==> src/rtl/rr_arbiter_multi_if.sv <==
// rr_arbiter_multi_if: request/grant bundle between requesters and the multi-grant arbiter
interface rr_arbiter_multi_if #(
  parameter int N = 8,
  parameter int G = 2
);
  localparam int IDXW = $clog2(N);
  localparam int CNTW = $clog2(G + 1);
  logic [N-1:0]      req;
  logic              req_valid;
  logic              rotate;
  logic              grant_ready;
  logic [N-1:0]      grant;
  logic [G*IDXW-1:0] grant_idx;
  logic [G-1:0]      grant_lane_valid;
  logic [CNTW-1:0]   grant_count;
  logic              grant_valid;
  logic [IDXW-1:0]   ptr_o;
  modport master (
    output req, req_valid, rotate, grant_ready,
    input  grant, grant_idx, grant_lane_valid, grant_count, grant_valid, ptr_o
  );
  modport slave (
    input  req, req_valid, rotate, grant_ready,
    output grant, grant_idx, grant_lane_valid, grant_count, grant_valid, ptr_o
  );
endinterface

==> src/rtl/rr_arbiter_multi.sv <==
// rr_arbiter_multi: N-way round-robin arbiter issuing up to G grants per cycle,
// holding the grant set stable while the consumer back-pressures.
module rr_arbiter_multi #(
  parameter int N       = 8,
  parameter int G       = 2,
  parameter int RST_PTR = 0
) (
  input logic               clk,
  input logic               rst,
  rr_arbiter_multi_if.slave bus
);
  localparam int IDXW = $clog2(N);
  localparam int CNTW = $clog2(G + 1);
  typedef enum logic {S_OPEN, S_LOCK} state_t;
  state_t            state_q, state_d;
  logic [IDXW-1:0]   ptr_q, ptr_d, hi;
  logic [G*IDXW-1:0] u_idx, s_idx, cap_idx_q, cap_idx_d;
  logic [G-1:0]      u_val, s_val, cap_val_q, cap_val_d;
  logic [N-1:0]      s_grant;
  logic [CNTW-1:0]   s_cnt;
  logic              s_gv, accept;
  // Walk requesters in rotation order with an explicit modulo-N wrap.
  always_comb begin
    int cnt;
    int pos;
    u_idx = '0;
    u_val = '0;
    cnt   = 0;
    pos   = 0;
    for (int d = 0; d < N; d++) begin
      pos = int'(ptr_q) + d;
      pos = (pos >= N) ? pos - N : pos;
      if (bus.req_valid && bus.req[pos] && cnt < G) begin
        u_idx[cnt*IDXW +: IDXW] = pos[IDXW-1:0];
        u_val[cnt]              = 1'b1;
        cnt                     = cnt + 1;
      end
    end
  end
  always_comb begin
    s_idx   = (state_q == S_LOCK) ? cap_idx_q : u_idx;
    s_val   = (state_q == S_LOCK) ? cap_val_q : u_val;
    s_grant = '0;
    s_cnt   = '0;
    hi      = '0;
    for (int k = 0; k < G; k++) begin
      if (s_val[k]) begin
        s_grant[s_idx[k*IDXW +: IDXW]] = 1'b1;
        s_cnt                          = s_cnt + CNTW'(1);
        hi                             = s_idx[k*IDXW +: IDXW];
      end
    end
    s_gv   = |s_val;
    accept = s_gv && bus.grant_ready;
  end
  always_comb begin
    state_d   = state_q;
    cap_idx_d = cap_idx_q;
    cap_val_d = cap_val_q;
    if (state_q == S_OPEN && s_gv && !bus.grant_ready) begin
      state_d   = S_LOCK;
      cap_idx_d = u_idx;
      cap_val_d = u_val;
    end
    if (state_q == S_LOCK && bus.grant_ready) state_d = S_OPEN;
    ptr_d = accept ? ((hi == IDXW'(N-1)) ? '0 : hi + IDXW'(1)) :
            (bus.rotate && state_q == S_OPEN) ? ((ptr_q == IDXW'(N-1)) ? '0 : ptr_q + IDXW'(1)) :
            ptr_q;
  end
  always_ff @(posedge clk) begin
    if (rst) begin
      state_q   <= S_OPEN;
      ptr_q     <= IDXW'(RST_PTR);
      cap_idx_q <= '0;
      cap_val_q <= '0;
    end else begin
      state_q   <= state_d;
      ptr_q     <= ptr_d;
      cap_idx_q <= cap_idx_d;
      cap_val_q <= cap_val_d;
    end
  end
  assign bus.grant            = rst ? '0 : s_grant;
  assign bus.grant_idx        = rst ? '0 : s_idx;
  assign bus.grant_lane_valid = rst ? '0 : s_val;
  assign bus.grant_count      = rst ? '0 : s_cnt;
  assign bus.grant_valid      = rst ? 1'b0 : s_gv;
  assign bus.ptr_o            = ptr_q;
endmodule

==> src/flat_wrapper.sv <==
// flat-port wrapper written by rule: the top's interface ports become plain ports
module rr_arbiter_multi_flat 
#(
  parameter int N       = 8,
  parameter int G       = 2,
  parameter int RST_PTR = 0
)
  (clk, rst, bus_req, bus_req_valid, bus_rotate, bus_grant_ready, bus_grant, bus_grant_idx, bus_grant_lane_valid, bus_grant_count, bus_grant_valid, bus_ptr_o);
  rr_arbiter_multi_if #(.N(N), .G(G)) bus_i ();
  input logic clk;
  input logic rst;
  input wire logic [$bits(bus_i.req)-1:0] bus_req;
  input wire logic [$bits(bus_i.req_valid)-1:0] bus_req_valid;
  input wire logic [$bits(bus_i.rotate)-1:0] bus_rotate;
  input wire logic [$bits(bus_i.grant_ready)-1:0] bus_grant_ready;
  output wire logic [$bits(bus_i.grant)-1:0] bus_grant;
  output wire logic [$bits(bus_i.grant_idx)-1:0] bus_grant_idx;
  output wire logic [$bits(bus_i.grant_lane_valid)-1:0] bus_grant_lane_valid;
  output wire logic [$bits(bus_i.grant_count)-1:0] bus_grant_count;
  output wire logic [$bits(bus_i.grant_valid)-1:0] bus_grant_valid;
  output wire logic [$bits(bus_i.ptr_o)-1:0] bus_ptr_o;
  assign bus_i.req = bus_req;
  assign bus_i.req_valid = bus_req_valid;
  assign bus_i.rotate = bus_rotate;
  assign bus_i.grant_ready = bus_grant_ready;
  assign bus_grant = bus_i.grant;
  assign bus_grant_idx = bus_i.grant_idx;
  assign bus_grant_lane_valid = bus_i.grant_lane_valid;
  assign bus_grant_count = bus_i.grant_count;
  assign bus_grant_valid = bus_i.grant_valid;
  assign bus_ptr_o = bus_i.ptr_o;
  rr_arbiter_multi #(.N(N), .G(G), .RST_PTR(RST_PTR)) u_core (.clk(clk), .rst(rst), .bus(bus_i));
endmodule
==> config.mk <==
export PLATFORM = sky130hd
export DESIGN_NAME = rr_arbiter_multi_flat
export DESIGN_NICKNAME = d
export VERILOG_FILES = /design/src/rtl/rr_arbiter_multi_if.sv /design/src/rtl/rr_arbiter_multi.sv /design/src/flat_wrapper.sv
export SDC_FILE = /design/constraint.sdc
export NUM_CORES = 1
export LEC_CHECK = 0
export CAP_MARGIN = 10
export CORE_MARGIN = 4
export CORE_UTILIZATION = 60
export DETAILED_ROUTE_END_ITERATION = 12
export PLACE_DENSITY_LB_ADDON = 0.05
export SLEW_MARGIN = 30
export SYNTH_ARGS = -nofsm -noshare
export SYNTH_HDL_FRONTEND = slang
export SYNTH_SLANG_ARGS = --single-unit
==> constraint.sdc <==
create_clock -name clk -period 38.3 [get_ports clk]
set_input_delay 7.66 -clock clk [delete_from_list [all_inputs] [get_ports clk]]
set_output_delay 7.66 -clock clk [all_outputs]
set_load 0.1 [all_outputs]
==> summary.txt <==
Outcome
  • Status: finished clean

Global route
  • First-pass GRT wire length: 30,100 um
  • Initial antenna violation count: 0
  • GRT met2 Usage: 0.548
  • Busiest grt layer: met2
  • Gr usage total: 0.320
  • Met1 usage: 0.412
  • Largest net degree at the start of global routing: 28
  • GR met3 Demand/Resource: 0.0410
  • Number of global-route vias before repair: 6,036
  • Grt ovf: 0

Logic synthesis
  • Post-synthesis xor/xnor area fraction: 0.0623
  • Synth Register Bits: 12
  • Post-synth EDFFs: 0
  • Synth Cell Area: 5700 um2
  • Syn. warnings: 0
  • Netlist cell types: 90
  • Syn avg cell area: 6.96 um2
  • Seq/Total Area, Yosys: 0.0421
  • Largest family of logic cells by synthesized area: simple AND/OR/NAND/NOR gates
  • Post-Synth Adder-Cell Area: 0.168
  • Multiplexer share of the synthesized area: 0.0807
  • Top FF cell, synth: dfxtp_1
  • Simple-gate share of the synthesized area: 0.300
  • Post-synthesis compound-gate area fraction: 0.282
  • Asr flop ratio synth: 0
  • Cells after synthesis: 819

Route
  • Via count: 6,360
  • Detail Route Antenna Nets: 0
  • DRT iter0 DRCs: 484
  • WL final: 18,200 um
  • DRC: 0
  • Routed WL per cell: 19.2 um
  • Via density per instance: 6.69
  • DRT Pass-1 Iters: 5

Place
  • IO buf count: 34
  • Final GP Congestion: 0.967
  • Area after DPL: 6050 um2
  • Hpwl dp: 14,300 um

Layout
  • Layout cell share with drive strength beyond 1: 0.0536
  • Net total in the final layout: 908
  • FF+latch area: 240 um2
  • Final instance area: 6110 um2
  • Antenna Cells: 0
  • Area of the multi-input gates: 5110 um2
  • Area Growth Syn to Fin: 7.13%
  • Fill cells: 824

STA
  • RSZ-0062 raised after global routing: false
  • Final worst-path cycle share: 0.786
  • Clock Skew: 0.000259 ns
  • Slew Limit Fails: 0
  • Tmin final: 30.12 ns
  • Measured slew at the worst slew-check pin: 0.989 ns
  • Relative slew margins: 0.339
  • Final setup fails: 0
  • Fmax: 33.2 MHz
  • Final Hold Vio Count: 0
  • Setup TNS: 0 ns

Flow run
  • Max-cap viol count: 0

Worst setup path
  • WP buf/inv: 6
  • Critical path type: primary input to output pin
  • CP endpoint kind: output pin
  • Worst EP arrival: 22.46 ns
  • Critical Path RT: 30.64 ns
  • Crit-path max cell delay: 1.19 ns
  • Slowest cell on the critical path: clkdlybuf4s50_1
  • Worst Path Max Fanout: 15
  • Worst Setup Start Kind: primary input
  • CP top delay family: simple AND/OR/NAND/NOR gates
  • Most used cell along the critical path: ha_1

Clocking
  • CTS Sinks: 12
  • Post-CTS Hold Buffers: 0
  • H-tree Lvls: 1
  • Clock buffer depth: 2
  • # Post-CTS Setup Buffers: 0
  • CTS root buf: clkbuf_8
  • CTS buffer count: 3
  • CTS clk-pin slew, worst paths: 0.05 ns
  • Post-cts sizing count: 0
  • CTS tree: done
  • Clock latency at the later pin of the worst-skew pair: 0.24 ns

Die
  • Core Area: 9240 um2
  • DIE AREA: 11,100 um2
  • Initial Util: 0.617
  • Die W: 105 um
  • Core Rows: 35
  • Die height: 105 um
  • Io pins: 35

Worst hold path
  • HP Class: flip-flop to flip-flop
## layout make-up
cell class | instances | share of cell area
Clock buffer | 4 | 0.00901
Inverter | 48 | 0.0295
Sequential cell | 12 | 0.0393
Multi-Input combinational cell | 720 | 0.836
Tap cell | 129 | 0.0264
Timing Repair Buffer | 37 | 0.0594
## flip-flops by register name (all words and copies together) (netlist names)
| register | count |
|---|---|
| u_core.state_q | 1 |
| u_core.cap_idx_q | 6 |
| u_core.bus.ptr_o | 3 |
| u_core.cap_val_q | 2 |
## synthesized netlist by cell type, types with 5 or more instances
| master | n | area (um2) |
|---|---|---|
| a21oi_1 | 53 | 265 |
| or2_2 | 6 | 37.5 |
| and2_1 | 11 | 68.8 |
| o22ai_1 | 8 | 50.1 |
| nand3_1 | 33 | 165 |
| a21o_1 | 13 | 97.6 |
| o21ai_0 | 27 | 135 |
| nand4_1 | 14 | 87.6 |
| fa_1 | 5 | 100 |
| and4_1 | 7 | 61.3 |
| buf_2 | 7 | 35.0 |
| o21a_1 | 10 | 75.1 |
| buf_1 | 6 | 22.5 |
| clkbuf_1 | 25 | 93.8 |
| nand2_1 | 77 | 289 |
| o211ai_1 | 8 | 60.1 |
| nor2b_1 | 13 | 81.3 |
| ha_1 | 68 | 851 |
| inv_1 | 43 | 161 |
| and3_1 | 8 | 50.1 |
| o31ai_1 | 9 | 67.6 |
| dfxtp_1 | 12 | 240 |
| a31oi_1 | 11 | 68.8 |
| xor2_1 | 17 | 149 |
| mux2_2 | 5 | 56.3 |
| xnor2_1 | 21 | 184 |
| nand2b_1 | 13 | 81.3 |
| o32ai_1 | 9 | 78.8 |
| nor3_1 | 32 | 160 |
| nor4_1 | 17 | 106 |
| or4_1 | 6 | 45.0 |
| nor2_1 | 81 | 304 |
| a211oi_1 | 11 | 82.6 |
| mux2i_1 | 30 | 300 |
## path summary, 6_finish.rpt
kind / slack [ns] / end / depth (start not counted) / start
setup reg to reg: 22.19 / u_core.bus.ptr_o[0]$_SDFFE_PP0P_ / 57 / u_core.bus.ptr_o[1]$_SDFFE_PP0P_
hold reg to reg: 0.48 / u_core.cap_idx_q[2]$_SDFFE_PP0P_ / 2 / u_core.cap_idx_q[2]$_SDFFE_PP0P_
hold / removal: 0.48 / u_core.cap_idx_q[2]$_SDFFE_PP0P_ / 2 / u_core.cap_idx_q[2]$_SDFFE_PP0P_
setup / recovery: 8.18 / bus_grant[6] / 56 / bus_req[7]
## cells in the final DEF, fill, tap and decap left out, drive strengths merged, types with 5 or more instances in the layout
master and count:
and4 7, xnor2 21, nand3 34, or4 7
o32ai 9, xor2 17, nor2 83, a31oi 12
ha 68, and3 8, or2 6, o31ai 9
o21a 11, nand4 14, o22ai 9, o21ai 29
mux2i 31, nand2 77, a21o 13, o211ai 8
mux2 5, a211oi 12, fa 5, o2111ai 6
inv 46, dfxtp 12, clkdlybuf4s50 34, nor2b 13
nand2b 13, a21oi 53, nor4 17, and2 14
nor3 32
## cell families after synthesis
logic type | Yosys count
AOI/OAI and AO/OA | 223
xor gates and xnor gates | 39
adders and majority gates | 74
buffers and inverters | 89
DFF | 12
muxes | 40
other | 1
and+or+nand+nor | 341
## metrics by stage
| stage | hold WS, ns | util | instances | worst slack, ns |
|---|---|---|---|---|
| finish | 0.478 | 0.661 | 950 | 8.18 |
| global route | 0.484 | 0.661 | 950 | 7.02 |
| CTS | 0.469 | 0.661 | 950 | 8.39 |
| detailed placement | 0.462 | 0.655 | 946 | 8.52 |
| global placement | 0.444 | 0.655 | 946 | 8.83 |
| floorplan | 0.436 | - | 821 | 9.52 |
## per-layer routing
metal  vias up  wire [um]
li1       3078          -
met1      2924       7670
met2       295       8490
met3        63       1340
met4         0        727
met5         -          0
## worst reg2reg max path, delay by kind of cell (launching register included)
kind	cells	cell delay [ns]
adders and majority gates	13	4.50
AOI/OAI and AO/OA	15	4.29
and+or+nand+nor	20	4.19
buffers and inverters	5	1.03
muxes	3	0.90
DFF	1	0.83
xor gates and xnor gates	1	0.25
Power is not shown: default switching activity piles up to over one toggle a cycle in this logic, so the estimate is an artifact.
==> RTL edit 1, RTL diff (same settings) <==
`G` is set to 2 in 3 places; all go to 4.
--- a/src/rtl/rr_arbiter_multi_if.sv
+++ b/src/rtl/rr_arbiter_multi_if.sv
@@ -1,7 +1,7 @@
 // rr_arbiter_multi_if: request/grant bundle between requesters and the multi-grant arbiter
 interface rr_arbiter_multi_if #(
   parameter int N = 8,
-  parameter int G = 2
+  parameter int G = 4
 );
   localparam int IDXW = $clog2(N);
   localparam int CNTW = $clog2(G + 1);
--- a/src/rtl/rr_arbiter_multi.sv
+++ b/src/rtl/rr_arbiter_multi.sv
@@ -2,7 +2,7 @@
 // holding the grant set stable while the consumer back-pressures.
 module rr_arbiter_multi #(
   parameter int N       = 8,
-  parameter int G       = 2,
+  parameter int G       = 4,
   parameter int RST_PTR = 0
 ) (
   input logic               clk,
--- a/src/flat_wrapper.sv
+++ b/src/flat_wrapper.sv
@@ -2,7 +2,7 @@
 module rr_arbiter_multi_flat 
 #(
   parameter int N       = 8,
-  parameter int G       = 2,
+  parameter int G       = 4,
   parameter int RST_PTR = 0
 )
   (clk, rst, bus_req, bus_req_valid, bus_rotate, bus_grant_ready, bus_grant, bus_grant_idx, bus_grant_lane_valid, bus_grant_count, bus_grant_valid, bus_ptr_o);
Interface: changed (resized bus_grant_count, bus_grant_idx and bus_grant_lane_valid); port bits go from 35 to 44. The function was not compared with the original's and may differ.
==> RTL edit 1 against the unedited design <==
Via count is 56% higher; design area is 49% higher; area after synthesis is 51% higher; setup slack better by 210 ps; wire length is 70% higher; register-to-register slack better by 980 ps; sequential cell count is 8 higher; critical endpoint is now bus_grant[4]; highest routed layer unchanged.
Power is left out: the tool's default activity adds up to more than one toggle a clock period on the data nets, which glitch-free logic cannot reach.
==> RTL edit 1: results (changes against the unedited design) <==
| Metric | Value |
|---|---|
| 1st-iter DRT viols | `1663 (+240%)` |
| Arrival @ worst endpoint | `22250 ps (-210 ps)` |
| CTS resizes | `0 (unchanged)` |
| Post-synthesis cell type with the largest combined area | `ha_1` |
| H-tree levels | `1 (unchanged)` |
| Vias in the first global route | `8996 (+49%)` |
| Vias | `9934 (+56%)` |
| Post-DP HPWL | `24160 µm (+69%)` |
| Initial antenna violation count | `0 (unchanged)` |
| GR Util All Layers | `0.3651 (+0.04466)` |
| Asr flop ratio synth | `0 (unchanged)` |
| Setup TNS | `0 ps (unchanged)` |
| Worst Clk Skew | `1.784 ps (+1.525 ps)` |
| RD Place Congestion | `1.087 (+12%)` |
| Worst-Margin Slew | `1004 ps (+15.43 ps)` |
| Clock-pin transition on the worst setup and hold timing paths | `60 ps` |
| Synth cell types | `111 (+23%)` |
| Root Buffer | `clkbuf_16` |
| Later-pin clock latency in the skew report | `250 ps` |
| Slowest cell on the critical path | `clkdlybuf4s50_1` |
| Pin count of the biggest net entering global routing | `46 (+64%)` |
| Antenna cells | `0 (unchanged)` |
| Drt pass-1 iters | `6 (+1)` |
| Max reg flops | `12 (+6)` |
| Layout cells sized above 1 | `0.08472 (+0.03112)` |
| Synth warn | `0 (unchanged)` |
| Post-CTS setup buffer count | `0 (unchanged)` |
| Final nets | `1308 (+44%)` |
| Seq/Total Area, Yosys | `0.04647 (+0.004347)` |
| Reg with most FFs | `u_core.cap_idx_q` |
| Status | `complete, no violations` |
| Fillers | `1282 (+56%)` |
| Maximum root-to-sink buffer count | `2 (unchanged)` |
| Cts bufs inserted | `3 (unchanged)` |
| Synth area leaders | `ha_1 12%, nor2_1 5.8%, mux2i_1 5.1%` |
| Worst path max stage delay | `1150 ps (-40 ps)` |
| Global-route wire length before repair | `48840 µm (+62%)` |
| # port buffers | `43 (+26%)` |
| Most instantiated cells after synthesis | `132 x nor2_1, 99 x nand2_1, 85 x ha_1, 67 x a21oi_1, 59 x nor3_1` |
| Final WL | `30980 µm (+70%)` |
| Crit-path max FO | `26 (+11)` |
| Predominant post-synthesis flop cell | `dfxtp_1` |
| Hold Crit Class | `reg -> reg` |
==> RTL edit 1: through the flow <==
stage	util	cells	cell area, µm²	hold WS (ps)	setup slack [ps]
floorplan	-	1215	8631	426.7	10600
global placement	0.6452	1380	9025	435.4	9303
detailed placement	0.6452	1380	9025	458.9	8764
CTS	0.6515	1384	9114	466.5	8758
global route	0.6527	1384	9130	492.9	7733
finish	0.6527	1384	9130	459.4	8392
==> RTL edit 1: cells by family after synthesis <==
logic type	Yosys count	share of synthesized area
AOI/OAI and AO/OA	351	0.2984
xor gates and xnor gates	49	0.05577
adders and majority gates	90	0.1351
buffers and inverters	128	0.06419
DFF	20	0.04647
muxes	70	0.09977
other	2	0.0008717
and+or+nand+nor	501	0.2994
==> RTL edit 1: layout make-up <==
type / instances / share of cell area
clock buffer: 4 / 0.009730
inverter: 64 / 0.02686
tap: 180 / 0.02467
sequential: 20 / 0.04426
multi-input combinational: 1067 / 0.8424
timing repair buffer: 49 / 0.05208
==> RTL edit 1: routing by layer <==
metal  part of all wire  track usage  vias up
li1                   -            -     4580
met1               0.40       0.4743     4585
met2               0.46       0.6069      641
met3              0.092      0.05167      128
met4              0.051       0.1498        0
met5                  0            0        -
==> RTL edit 1: path summary, 6_finish.rpt <==
kind,from,end,slack (ps),depth (start not counted)
max,bus_req_valid,bus_grant[4],8390,48
min,u_core.cap_idx_q[7],u_core.cap_idx_q[7],460,2
max reg2reg,u_core.bus.ptr_o[0],u_core.bus.ptr_o[0],23170,51
min reg2reg,u_core.cap_idx_q[7],u_core.cap_idx_q[7],460,2
==> RTL edit 1: critical path, delay by kind of cell <==
| kind | cells | cell delay (ps) |
|---|---|---|
| simple gates | 18 | 4850 |
| compound gates | 13 | 3430 |
| buf+inv | 7 | 3090 |
| fa+ha+maj | 8 | 2560 |
| mux | 1 | 380 |
| xor+xnor | 1 | 230 |
==> RTL edit 2, RTL diff (same settings) <==
Without the edit above. Reset style: asynchronous (`rst`), changed in one clocked block.
--- a/src/rtl/rr_arbiter_multi.sv
+++ b/src/rtl/rr_arbiter_multi.sv
@@ -67,7 +67,7 @@
             (bus.rotate && state_q == S_OPEN) ? ((ptr_q == IDXW'(N-1)) ? '0 : ptr_q + IDXW'(1)) :
             ptr_q;
   end
-  always_ff @(posedge clk) begin
+  always_ff @(posedge clk or posedge rst) begin
     if (rst) begin
       state_q   <= S_OPEN;
       ptr_q     <= IDXW'(RST_PTR);
Function: changed (Yosys sat finds a counterexample within 4 cycles, from zero or initial values and one cycle with rst high; the reset may be asserted at any time).
==> RTL edit 2 against the unedited design <==
Register-to-register slack better by 1600 ps; wire length up 7.4%; design area up 7.2%; setup slack better by 350 ps; die area up 6.9%; critical endpoint is now bus_grant[2]; cell count up 0.84%; clock skew up 4.1 ps; via count up 5.0%; area after synthesis up 7.5%; first-iteration DRC count up 69%; sequential cell count unchanged.
Power is not shown: default switching activity piles up to over one toggle a cycle in this logic, so the estimate is an artifact.
==> RTL edit 2: results (changes against the unedited design) <==
| Metric | Value |
|---|---|
| Post-DP HPWL | `15390 µm (+7.7%)` |
| GR Util All Layers | `0.3318 (+0.01137)` |
| Met2 Resource Use GR | `0.5711 (+0.02278)` |
| Seq/Total Area, Yosys | `0.04899 (+0.006866)` |
| Synth cell types | `106 (+18%)` |
| Met3 usage | `0.02605 (-0.01498)` |
| Met3 WL | `1439 µm (+7.3%)` |
| Drt pass-1 iters | `7 (+2)` |
| Cts bufs inserted | `3 (unchanged)` |
| 1st-iter DRT viols | `816 (+69%)` |
| RD Place Congestion | `1.010 (+4.4%)` |
| Pin count of the biggest net entering global routing | `40 (+43%)` |
| Initial antenna violation count | `0 (unchanged)` |
| Vias | `6680 (+5.0%)` |
| Status | `complete, no violations` |
| Global-route wire length before repair | `32220 µm (+7.2%)` |
| Post-Synth XOR/XNOR Area | `0.06205 (-0.0002545)` |
| Worst-Margin Slew | `987.0 ps (-1.936 ps)` |
| Synth Area in Compound Gates | `0.2790 (-0.002885)` |
| Asr flop ratio synth | `1.000 (+1.000)` |
| Crit-path max FO | `20 (+5)` |
| WL per Instance | `20.43 µm (+6.5%)` |
| Synth area leaders | `ha_1 14%, dfrtp_1 4.9%, nand2_1 4.7%` |
| Worst Clk Skew | `4.363 ps (+4.104 ps)` |
| Final nets | `912 (+0.44%)` |
| Vias in the first global route | `6286 (+4.1%)` |
| Post-synthesis mux area share | `0.1149 (+0.03418)` |
| Reg2reg setup slack | `23770 ps (+1580 ps)` |
| Metal1 wirelength | `7966 µm (+3.9%)` |
| Met2 WL | `9444 µm (+11%)` |
| Post-synthesis adder-cell area fraction | `0.1568 (-0.01173)` |
| Predominant post-synthesis flop cell | `dfrtp_1` |
| GR Util met1 | `0.4363 (+0.02395)` |
| Layout cells sized above 1 | `0.09697 (+0.04338)` |
==> RTL edit 2: changes by cell type after synthesis, sizes merged, moves of 10 or more <==
| cell | unedited run | this run |
|---|---|---|
| nor2 | 83 | 61 |
| a21oi | 53 | 43 |
| dfxtp | 12 | 0 |
| dfrtp | 0 | 12 |
| mux2 | 5 | 19 |
==> RTL edit 2: worst max-delay path, delay by kind of cell <==
family	cells	cell delay [ps]
AOI/OAI and AO/OA	11	2980
adders and majority gates	9	2870
buffers and inverters	8	2490
muxes	4	1460
and+or+nand+nor	19	4620
==> RTL edit 2: path summary, 6_finish.rpt <==
path | from | to | depth (start not counted)
setup / recovery | bus_req[1] | bus_grant[2] | 51
hold / removal | u_core.cap_idx_q[2] | u_core.cap_idx_q[2] | 1
setup reg to reg | u_core.bus.ptr_o[0] | u_core.bus.ptr_o[2] | 54
hold reg to reg | u_core.cap_idx_q[2] | u_core.cap_idx_q[2] | 1
max in group asynchronous | rst | u_core.cap_idx_q[2] | 2
min in group asynchronous | rst | u_core.state_q | 2
==> RTL edit 2: stage by stage <==
stage / instance area, µm² / hold WS (ps) / worst slack (ps) / instances
5_1_grt: 6548 / 552.3 / 7450 / 958
3_3_place_gp: 6492 / 490.7 / 9109 / 954
6_report: 6548 / 523.1 / 8529 / 958
3_5_place_dp: 6492 / 503.7 / 8825 / 954
2_1_floorplan: 6137 / 480.6 / 9644 / 821
4_1_cts: 6548 / 515.9 / 8775 / 958
==> RTL edit 2: area by class of cell <==
type                    count  area, µm²
multi-input cells         716       5445
fillers                   870       3317
repair buffers             39      377.9
flip-flops and latches     12      300.3
inverters                  54      202.7
well taps                 133      166.4
clock buffers               4      55.05
